==> src/rtl/id_ex_stage.sv <==
// ID/EX pipeline register with EX operand selection.
// Forwards EX/MEM and MEM/WB results and flags load-use hazards.
module id_ex_stage #(
  parameter int NB_DATA = 32,
  parameter int NB_OP   = 6,
  parameter int NB_REG  = 5,
  parameter int NB_IMM  = 16
) (
  input  logic               i_clk,
  input  logic               i_rst,
  input  logic               i_stall,
  input  logic               i_flush,
  input  logic               i_valid,
  input  logic [NB_REG-1:0]  i_rs_addr,
  input  logic [NB_REG-1:0]  i_rt_addr,
  input  logic [NB_REG-1:0]  i_rd_addr,
  input  logic [NB_DATA-1:0] i_rs_data,
  input  logic [NB_DATA-1:0] i_rt_data,
  input  logic [NB_IMM-1:0]  i_imm,
  input  logic               i_zero_ext,
  input  logic               i_alu_src,
  input  logic               i_reg_dst,
  input  logic [NB_OP-1:0]   i_alu_op,
  input  logic [4:0]         i_shamt,
  input  logic               i_reg_write,
  input  logic               i_mem_read,
  input  logic               i_mem_write,
  input  logic               i_exmem_reg_write,
  input  logic [NB_REG-1:0]  i_exmem_rd,
  input  logic [NB_DATA-1:0] i_exmem_data,
  input  logic               i_memwb_reg_write,
  input  logic [NB_REG-1:0]  i_memwb_rd,
  input  logic [NB_DATA-1:0] i_memwb_data,
  output logic               o_valid,
  output logic [NB_DATA-1:0] o_datoA,
  output logic [NB_DATA-1:0] o_datoB,
  output logic [NB_OP-1:0]   o_op,
  output logic [4:0]         o_shamt,
  output logic [NB_DATA-1:0] o_store_data,
  output logic [NB_REG-1:0]  o_write_reg,
  output logic               o_reg_write,
  output logic               o_mem_read,
  output logic               o_mem_write,
  output logic               o_load_use_stall
);

  typedef struct packed {
    logic               valid;
    logic [NB_REG-1:0]  rs_addr;
    logic [NB_REG-1:0]  rt_addr;
    logic [NB_DATA-1:0] rs_data;
    logic [NB_DATA-1:0] rt_data;
    logic [NB_DATA-1:0] imm;
    logic               alu_src;
    logic [NB_REG-1:0]  write_reg;
    logic [NB_OP-1:0]   op;
    logic [4:0]         shamt;
    logic               reg_write;
    logic               mem_read;
    logic               mem_write;
  } ex_t;

  ex_t ex_q, ex_d, cap;
  logic [NB_DATA-1:0] fwd_a, fwd_b;
  logic lus;

  // Build the entry that a normal capture would load
  always_comb begin
    cap           = '0;
    cap.valid     = i_valid;
    cap.rs_addr   = i_rs_addr;
    cap.rt_addr   = i_rt_addr;
    cap.rs_data   = i_rs_data;
    cap.rt_data   = i_rt_data;
    cap.imm       = i_zero_ext
      ? {{(NB_DATA-NB_IMM){1'b0}}, i_imm}
      : {{(NB_DATA-NB_IMM){i_imm[NB_IMM-1]}}, i_imm};
    cap.alu_src   = i_alu_src;
    cap.write_reg = i_reg_dst ? i_rd_addr : i_rt_addr;
    cap.op        = i_alu_op;
    cap.shamt     = i_shamt;
    cap.reg_write = i_reg_write & i_valid;
    cap.mem_read  = i_mem_read & i_valid;
    cap.mem_write = i_mem_write & i_valid;
  end

  // Load in EX whose target is read by the instruction in ID
  always_comb begin
    lus = ex_q.valid & ex_q.mem_read &
          (ex_q.write_reg != '0) & i_valid & ~i_flush &
          ((ex_q.write_reg == i_rs_addr) |
           (ex_q.write_reg == i_rt_addr));
  end

  // Next entry: flush > stall > load-use bubble > capture
  always_comb begin
    ex_d = cap;
    if (i_flush)      ex_d = '0;
    else if (i_stall) ex_d = ex_q;
    else if (lus)     ex_d = '0;
  end

  // Pipeline register
  always_ff @(posedge i_clk) begin
    if (i_rst) ex_q <= '0;
    else       ex_q <= ex_d;
  end

  // Bypass network; EX/MEM is newer so it wins, $0 is never bypassed
  always_comb begin
    fwd_a = ex_q.rs_data;
    if (ex_q.rs_addr != '0 && i_exmem_reg_write &&
        i_exmem_rd == ex_q.rs_addr)
      fwd_a = i_exmem_data;
    else if (ex_q.rs_addr != '0 && i_memwb_reg_write &&
             i_memwb_rd == ex_q.rs_addr)
      fwd_a = i_memwb_data;
    fwd_b = ex_q.rt_data;
    if (ex_q.rt_addr != '0 && i_exmem_reg_write &&
        i_exmem_rd == ex_q.rt_addr)
      fwd_b = i_exmem_data;
    else if (ex_q.rt_addr != '0 && i_memwb_reg_write &&
             i_memwb_rd == ex_q.rt_addr)
      fwd_b = i_memwb_data;
  end

  assign o_valid          = ex_q.valid;
  assign o_datoA          = fwd_a;
  assign o_datoB          = ex_q.alu_src ? ex_q.imm : fwd_b;
  assign o_store_data     = fwd_b;
  assign o_op             = ex_q.op;
  assign o_shamt          = ex_q.shamt;
  assign o_write_reg      = ex_q.write_reg;
  assign o_reg_write      = ex_q.reg_write;
  assign o_mem_read       = ex_q.mem_read;
  assign o_mem_write      = ex_q.mem_write;
  assign o_load_use_stall = lus;

endmodule
==> config.mk <==
export PLATFORM = sky130hd
export DESIGN_NAME = id_ex_stage
export DESIGN_NICKNAME = d
export VERILOG_FILES = /design/src/rtl/id_ex_stage.sv
export SDC_FILE = /design/constraint.sdc
export NUM_CORES = 1
export LEC_CHECK = 0
export ABC_AREA = 1
export BUFFER_PORTS_ARGS = -buffer_cell sky130_fd_sc_hd__buf_2
export CORE_MARGIN = 3
export CORE_UTILIZATION = 45
export DETAILED_ROUTE_END_ITERATION = 10
export PLACE_DENSITY = 0.77
export SYNTH_ARGS = -nofsm -noshare
export SYNTH_HDL_FRONTEND = slang
export SYNTH_SLANG_ARGS = --single-unit
==> constraint.sdc <==
create_clock -name i_clk -period 5.3 [get_ports i_clk]
set_clock_uncertainty 0.2 [all_clocks]
set_input_delay 0.795 -clock i_clk [delete_from_list [all_inputs] [get_ports i_clk]]
set_output_delay 0.795 -clock i_clk [all_outputs]
set_load 0.05 [all_outputs]
# Word level (Yosys, flattened, before mapping)
# Cells that the tools add are included.
dict set report op_classes {
  n_eq_ne 6
  mux 8
  bitwise_logic 10
  reduce_logical 12
}
# operator n
set ops {}
lappend ops {{$mux 32} 6}
lappend ops {{$mux 127} 1}
lappend ops {{$eq 5x5->1} 6}
lappend ops {{$reduce_bool 5->1} 3}
lappend ops {{$and 1x1->1} 8}
lappend ops {{$logic_and 1x1->1} 8}
lappend ops {{$mux 5} 1}
lappend ops {{$reduce_or 2->1} 1}
lappend ops {{$not 1->1} 1}
lappend ops {{$or 1x1->1} 1}
dict set report word_totals {
  register_bits 127
  input_bits 193
  output_inout_bits 117
}

# Logic depth before layout (Yosys ltp)
# Gate-level depths: netlist of run 1.
dict set report depth {
  word_depth 6
  ltp_mapped 12
  mapped_depth_nobuf 11
}

# Least setup slack after synthesis of run 1
# OpenSTA, ideal clock, no wires.
dict set report synth_path {
  path_kind {input -> output}
  startpoint {in i_memwb_rd[3]}
  endpoint {out o_datoA[17]}
  arrival_ns 2.015
  slack_ns 2.290
  cell_stages 9
  path_cell_list {inv_1 > a21oi_1 > nand3_1 > nor3_2 > nand2_2 > buf_2 > nand2_1 > nand3_1 > nand2_1}
}
dict set report synth_between {
  elab_chain_len 4
}
# element line
set synth_rtl {}
lappend synth_rtl {{from (decl)} 32} ;# input logic [NB_REG-1:0] i_memwb_rd,
lappend synth_rtl {{$eq 5x5->1} 116} ;# i_memwb_rd == ex_q.rs_addr)
lappend synth_rtl {{$logic_and 1x1->1} 115} ;# else if (ex_q.rs_addr != '0 && i_memwb_reg_write &&
lappend synth_rtl {{$mux 32} 115}
lappend synth_rtl {{$mux 32} 112} ;# if (ex_q.rs_addr != '0 && i_exmem_reg_write &&
lappend synth_rtl {{to (decl)} 35} ;# output logic [NB_DATA-1:0] o_datoA,
# No other way between the ends.

# Worst setup path after layout of run 1
dict set report layout_path {
  startpoint {in i_memwb_rd[1]}
  endpoint {out o_datoB[27]}
}
dict set report layout_between {
  elab_chain_len 5
}
# element line
set layout_rtl {}
lappend layout_rtl {{$eq 5x5->1} 123} ;# i_memwb_rd == ex_q.rt_addr)
lappend layout_rtl {{$logic_and 1x1->1} 122} ;# else if (ex_q.rt_addr != '0 && i_memwb_reg_write &&
lappend layout_rtl {{$mux 32} 122}
lappend layout_rtl {{$mux 32} 119} ;# if (ex_q.rt_addr != '0 && i_exmem_reg_write &&
lappend layout_rtl {{$mux 32} 129} ;# assign o_datoB = ex_q.alu_src ? ex_q.imm : fwd_b;
lappend layout_rtl {{to (decl)} 36} ;# output logic [NB_DATA-1:0] o_datoB,
# No other way between the ends.

==> results of run 1 <==
==> power groups by stage <==
stage	logic, µW	clock network (µW)	registers [µW]
after global placement	529	0	918
after global routing	582	822	904
after CTS	535	796	899
after floorplan	365	0	913
final	535	781	899
after detailed placement	533	0	918
==> cell usage in the layout, fill, tap and decap left out, types with 3 or more instances in the layout <==
cell	n
sky130_fd_sc_hd__nand3_1	136
sky130_fd_sc_hd__and2_1	32
sky130_fd_sc_hd__clkbuf_16	9
sky130_fd_sc_hd__dfxtp_1	112
sky130_fd_sc_hd__inv_2	10
sky130_fd_sc_hd__buf_2	309
sky130_fd_sc_hd__inv_1	90
sky130_fd_sc_hd__a21oi_1	114
sky130_fd_sc_hd__nor2_4	4
sky130_fd_sc_hd__nand2_1	373
sky130_fd_sc_hd__nor3_1	4
sky130_fd_sc_hd__xor2_1	4
sky130_fd_sc_hd__nand4_1	3
sky130_fd_sc_hd__xnor2_1	5
sky130_fd_sc_hd__nor2_1	13
sky130_fd_sc_hd__bufinv_16	3
sky130_fd_sc_hd__diode_2	3
sky130_fd_sc_hd__o21ai_0	110
sky130_fd_sc_hd__buf_4	10
sky130_fd_sc_hd__nand3b_1	32
==> metal layers <==
layer	share of wire (%)	GRT usage (%)	vias up
met2	46	46.98	382
met4	2.3	9.335	12
met3	8.8	6.394	56
met1	43	38.19	3715
li1	-	-	4172
met5	0.30	0	-
==> area by class of cell <==
type,count,share of cell area [%]
clock buffers,11,2.641
repair buffers,319,18.40
well taps,211,2.995
clock inverters,5,1.193
flip-flops and latches,112,25.44
inverters,101,4.358
diodes,3,0.08518
multi-input cells,842,44.89
==> cells by family after synthesis <==
logic type	count (synthesis)
AO/OA/AOI/OAI	228
XOR/XNOR	9
buffers and inverters	201
flip-flops	112
multiplexers	2
AND/OR/NAND/NOR	603
==> worst min-delay path by stage <==
stage,startpoint,endpoint,depth (start not counted)
final,ex_q[35],ex_q[35],2
after global routing,o_mem_write,o_mem_write,2
after CTS,ex_q[35],ex_q[35],2
after detailed placement,ex_q[35],ex_q[35],2
after global placement,ex_q[50],ex_q[50],2
after floorplan,ex_q[35],ex_q[35],2
==> per-stage QoR <==
stage          setup slack (ps)  instances  util [%]  hold WS, ps  area, µm²
5_1_grt                    1172       1603     57.75        312.2       8811
6_report                   1395       1604     57.76        270.8       8813
3_5_place_dp               1414       1585     55.50        259.9       8468
4_1_cts                    1395       1601     57.71        271.5       8806
3_3_place_gp               1464       1585     55.50        253.4       8468
2_1_floorplan              2290       1155         -        244.2       7054
==> critical path, delay by kind of cell <==
kind	cells	cell delay, ps
and+or+nand+nor	9	1300
buffers and inverters	5	780
==> qor.csv, run 1 <==
metric,value,unit
share of power burned in the clock network,35.2,%
number of I/O port buffers,309,
netlist area before placement,7054,µm²
number of global-route vias before repair,7764,
crit-path most repeated cell,sky130_fd_sc_hd__nand2_1,
vias per cell,5.198,
number of nets in the final layout,1578,
library cell with the largest summed area after synthesis,sky130_fd_sc_hd__dfxtp_1,
setup repair after global routing missed its margin,false,
flop and latch count out of synthesis,112,
Switching Power,714.4,µW
number of levels the H-tree was split into,3,
setup_tns,0,ps
number of core rows,45,
maximum VDD drop,0.0001698,V
Netlist cell types,27,
per-instance average area after synthesis,6.108,µm²
number of warning messages in the yosys log,0,
share of total power in combinational logic,24.2,%
worst-path maximum fanout,33,
most frequent cell after synthesis,sky130_fd_sc_hd__nand2_1,
max-cap violation count,0,
overall power,2215,µW
final hold violation count,0,
worst hold path class,register to register,
Die Area,17210,µm²
Die X,131.2,µm
status,completed,
antenna violations before repair,8,
static leakage power,0.004969,µW
CTS buffer count,9,
final RePlAce weighted congestion,0.9237,
register area,2242,µm²
Detail Route Antenna Nets,0,
CTS tree,yes,
number of cells upsized or downsized after cts,0,
count of final setup violators,0,
area share of fa/ha/maj cells after synthesis,0,%
vertical extent of the die,131.2,µm
sum of net half-perimeters after detailed placement,18330,µm
area fraction of the dominant cell type after synthesis,31.78,%
crit-path cells,"buf_2, inv_1, nand2_1, nand2_1, inv_1, nand2_1, nor2_4, buf_4, nand2_2, nand2_1, nand3_1, nand3_1, nand2_1, buf_2",
per-cell routed wire length,16.21,µm
Startpoint Class,primary input,
Power Dens Cells,251.4,nW/µm²
routed vias,8337,
simple-gate share of the synthesized area,37.89,%
starting utilization of the core area,46.23,%
sequential share of the synthesized area,31.78,%
starting DRC count in detailed routing,744,
total routing resource utilization after global routing,28.87,%
worst setup path end,o_datoB[27],
Critical Path Max Stage Delay,500,ps
minimum clock period after layout,3905,ps
count of boundary I/O pins,310,
Crit Path Class,primary input to output pin,
synthesized netlist net count,1348,
slew at the pin with the worst max-slew slack,989.2,ps
post-route fraction of the period consumed by the critical path,73.69,%
arrival time worst endpoint,2910,ps
Synth area leaders,"sky130_fd_sc_hd__dfxtp_1 32%, sky130_fd_sc_hd__nand2_1 20%, sky130_fd_sc_hd__nand3_1 9.6%",
core area,15260,µm²
Reg with most FFs,ex_q,
number of flip-flops under the largest register name,92,
slack of the worst reg-to-reg path,2760,ps
highest attainable clock frequency,256.1,MHz
maximum buffer depth of the clock tree,2,
root buf cell,sky130_fd_sc_hd__clkbuf_16,
"synthesized-area fraction occupied by ao, oa, aoi and oai cells",16.28,%
worst skew pair latency,350,ps
count of unresolved DRC violations after routing,0,
"CTS clk-pin slew, worst paths",70,ps
beginning of the critical path,i_memwb_rd[1],
Switching Share,32.25,%
routed wire length,26000,µm
CTS sink count,112,
fraction of layout instances using a drive strength above 1,25.47,%
maximum number of pins on one net before global-route repair,152,
cell count after synthesis,1155,
top flip-flop cell by instance count after synthesis,sky130_fd_sc_hd__dfxtp_1,
number of pins exceeding their max-slew limit in the final report,0,
detailed-router iteration count before antenna repair,5,
Synth top cells by count,"374 x sky130_fd_sc_hd__nand2_1, 136 x sky130_fd_sc_hd__nand3_1, 114 x sky130_fd_sc_hd__a21oi_1, 112 x sky130_fd_sc_hd__dfxtp_1, 110 x sky130_fd_sc_hd__o21ai_0",
cell with the biggest individual delay on the critical path,sky130_fd_sc_hd__nand2_2,
XOR/XNOR share of the synthesized area,1.117,%
cell internal pwr,1501,µW
R2R Path End,ex_q[93],
sequential group share of total power,40.6,%
leftover overflow at the end of global routing,0,
nature of the critical path endpoint,output pin,
worst r2r path cells,9,
number of fill cells,1599,
post-synthesis mux area share,0.3193,%
# hold bufs at CTS,0,
count of flip-flops with a built-in enable after synthesis,0,
global-route wire length before repair,40740,µm
Setup Buffers After CTS,0,
Crit Reg-Reg Startpoint,o_write_reg[0],
combinational family with the most area after synthesis,simple AND/OR/NAND/NOR gates,
proportion of register bits with asynchronous set or reset after synthesis,0,%
Max-slew headroom,34.05,%
multi-input combinational cell area,3956,µm²
worst endpoint required time,4300,ps
Layout area overhead,24.94,%
Note: power is estimated with default switching activity, not from simulation.
==> run 2, diff against run 1 <==
- CORE_UTILIZATION: 45 -> 44
- PLACE_DENSITY: 0.77 -> 0.78
- clock period: 5.3 -> 3.47 ns (I/O delays scaled with it)
==> qor.csv, run 2 (synthesis results as in run 1) <==
metric,value,unit
number of nets in the final layout,1584,
Reg with most FFs,ex_q,
root buf cell,sky130_fd_sc_hd__clkbuf_16,
status,completed,
fraction of layout instances using a drive strength above 1,25.93,%
number of pins exceeding their max-slew limit in the final report,0,
vertical extent of the die,132.6,µm
worst endpoint required time,2750,ps
most frequent standard cell in the layout excluding fill and tap cells,sky130_fd_sc_hd__nand2_1,
maximum VDD drop,0.0002158,V
static leakage power,0.005000,µW
setup repair after global routing missed its margin,false,
worst skew pair latency,350,ps
number of flip-flops under the largest register name,92,
count of unresolved DRC violations after routing,0,
antenna violations before repair,6,
Max-slew headroom,46.52,%
crit-path most repeated cell,sky130_fd_sc_hd__nand2_1,
minimum clock period after layout,3209,ps
count of final setup violators,0,
# hold bufs at CTS,0,
per-cell routed wire length,15.91,µm
Startpoint Class,register,
number of I/O port buffers,309,
number of levels the H-tree was split into,3,
Critical Path Max Stage Delay,510,ps
overall power,3201,µW
"leading cell types in the layout, fill and taps excluded","373 x sky130_fd_sc_hd__nand2_1, 309 x sky130_fd_sc_hd__buf_2, 136 x sky130_fd_sc_hd__nand3_1",
top cell family by delay on the critical path,simple AND/OR/NAND/NOR gates,
worst hold path class,primary input to register,
detailed-router iteration count before antenna repair,8,
maximum number of pins on one net before global-route repair,95,
CTS sink count,112,
final hold violation count,0,
routed vias,8414,
CTS buffer count,9,
"CTS clk-pin slew, worst paths",80,ps
Crit Path Class,register to output pin,
number of cells upsized or downsized after cts,0,
cell area reported after detailed placement,8563,µm²
Setup Buffers After CTS,0,
maximum buffer depth of the clock tree,2,
"Design Area, Final",8848,µm²
core area,15430,µm²
slew at the pin with the worst max-slew slack,800.3,ps
leftover overflow at the end of global routing,0,
arrival time worst endpoint,2490,ps
sum of net half-perimeters after detailed placement,18510,µm
number of core rows,45,
routed wire length,25620,µm
Die Area,17590,µm²
count of boundary I/O pins,310,
max-cap violation count,0,
crit-path cells,"inv_2, nand2_1, nor4_1, nor2_4, nand2_2, nand2_1, nand3_1, nand2_1, buf_2",
number of fill cells,1577,
Layout area overhead,25.43,%
Die X,132.6,µm
vias per cell,5.226,
total routing resource utilization after global routing,27.67,%
worst-path maximum fanout,32,
setup_tns,0,ps
Detail Route Antenna Nets,0,
final RePlAce weighted congestion,0.9551,
starting utilization of the core area,45.73,%
CTS tree,yes,
Power Dens Cells,361.7,nW/µm²
cell with the biggest individual delay on the critical path,sky130_fd_sc_hd__nand2_2,
post-route fraction of the period consumed by the critical path,92.48,%
highest attainable clock frequency,311.6,MHz
number of global-route vias before repair,7596,
crit path buf inv count,2,
nature of the critical path endpoint,output pin,
global-route wire length before repair,39570,µm
starting DRC count in detailed routing,803,
## run 2: final cells by class
cell class              instances  area (µm²)  share of cell area (%)
multi-input cells             842        3956                   44.71
clock buffers                   9       225.2                   2.545
inverters                     101       384.1                   4.341
clock inverters                 7       52.55                  0.5939
well taps                     211       264.0                   2.984
diodes                          3       7.507                 0.08484
repair buffers                325        1717                   19.40
flip-flops and latches        112        2242                   25.34
## run 2: path summary, 6_finish.rpt
check,start,end,slack (ps),depth (start not counted)
worst max-delay path,ex_q[125],o_datoA[25],260,9
worst min-delay path,i_imm[9],ex_q[29],210,3
worst max register to register,o_write_reg[0],ex_q[80],1450,9
worst min register to register,o_mem_write,o_mem_write,270,2
## run 2: worst reg2reg max path, stage by stage, from the launching register on
cell and delay (ps):
sky130_fd_sc_hd__dfxtp_1 430, sky130_fd_sc_hd__nor2_1 70, sky130_fd_sc_hd__nor2_1 100, sky130_fd_sc_hd__nor2_1 40
sky130_fd_sc_hd__nand3_1 60, sky130_fd_sc_hd__nand2_1 90, sky130_fd_sc_hd__nand2_4 240, sky130_fd_sc_hd__buf_12 400
sky130_fd_sc_hd__nand2_1 180, sky130_fd_sc_hd__a21oi_1 140
## run 2: through the flow
| stage | utilization, % | setup slack, ps | instances | hold slack (ps) |
|---|---|---|---|---|
| 6_report | 57.36 | 261.0 | 1610 | 208.1 |
| 5_1_grt | 57.32 | 126.0 | 1608 | 200.8 |
| 4_1_cts | 57.31 | 237.1 | 1607 | 194.1 |
| 3_5_place_dp | 55.51 | 520.0 | 1591 | 255.5 |
| 3_3_place_gp | 55.51 | 514.6 | 1591 | 251.6 |
| 2_1_floorplan | - | 1009 | 1155 | 244.2 |
## run 2: routing by layer
| layer | up-vias | global-route usage (%) | wire [µm] |
|---|---|---|---|
| met2 | 467 | 44.36 | 11770 |
| met5 | - | 0 | 64 |
| met1 | 3697 | 36.55 | 10630 |
| li1 | 4179 | - | - |
| met4 | 10 | 9.353 | 619 |
| met3 | 61 | 6.768 | 2535 |
## run 2: power breakdown
part	internal [µW]	switching, µW	total (µW)
sequential	1340	32.1	1370
clock	496	505	1000
combinational	251	577	829
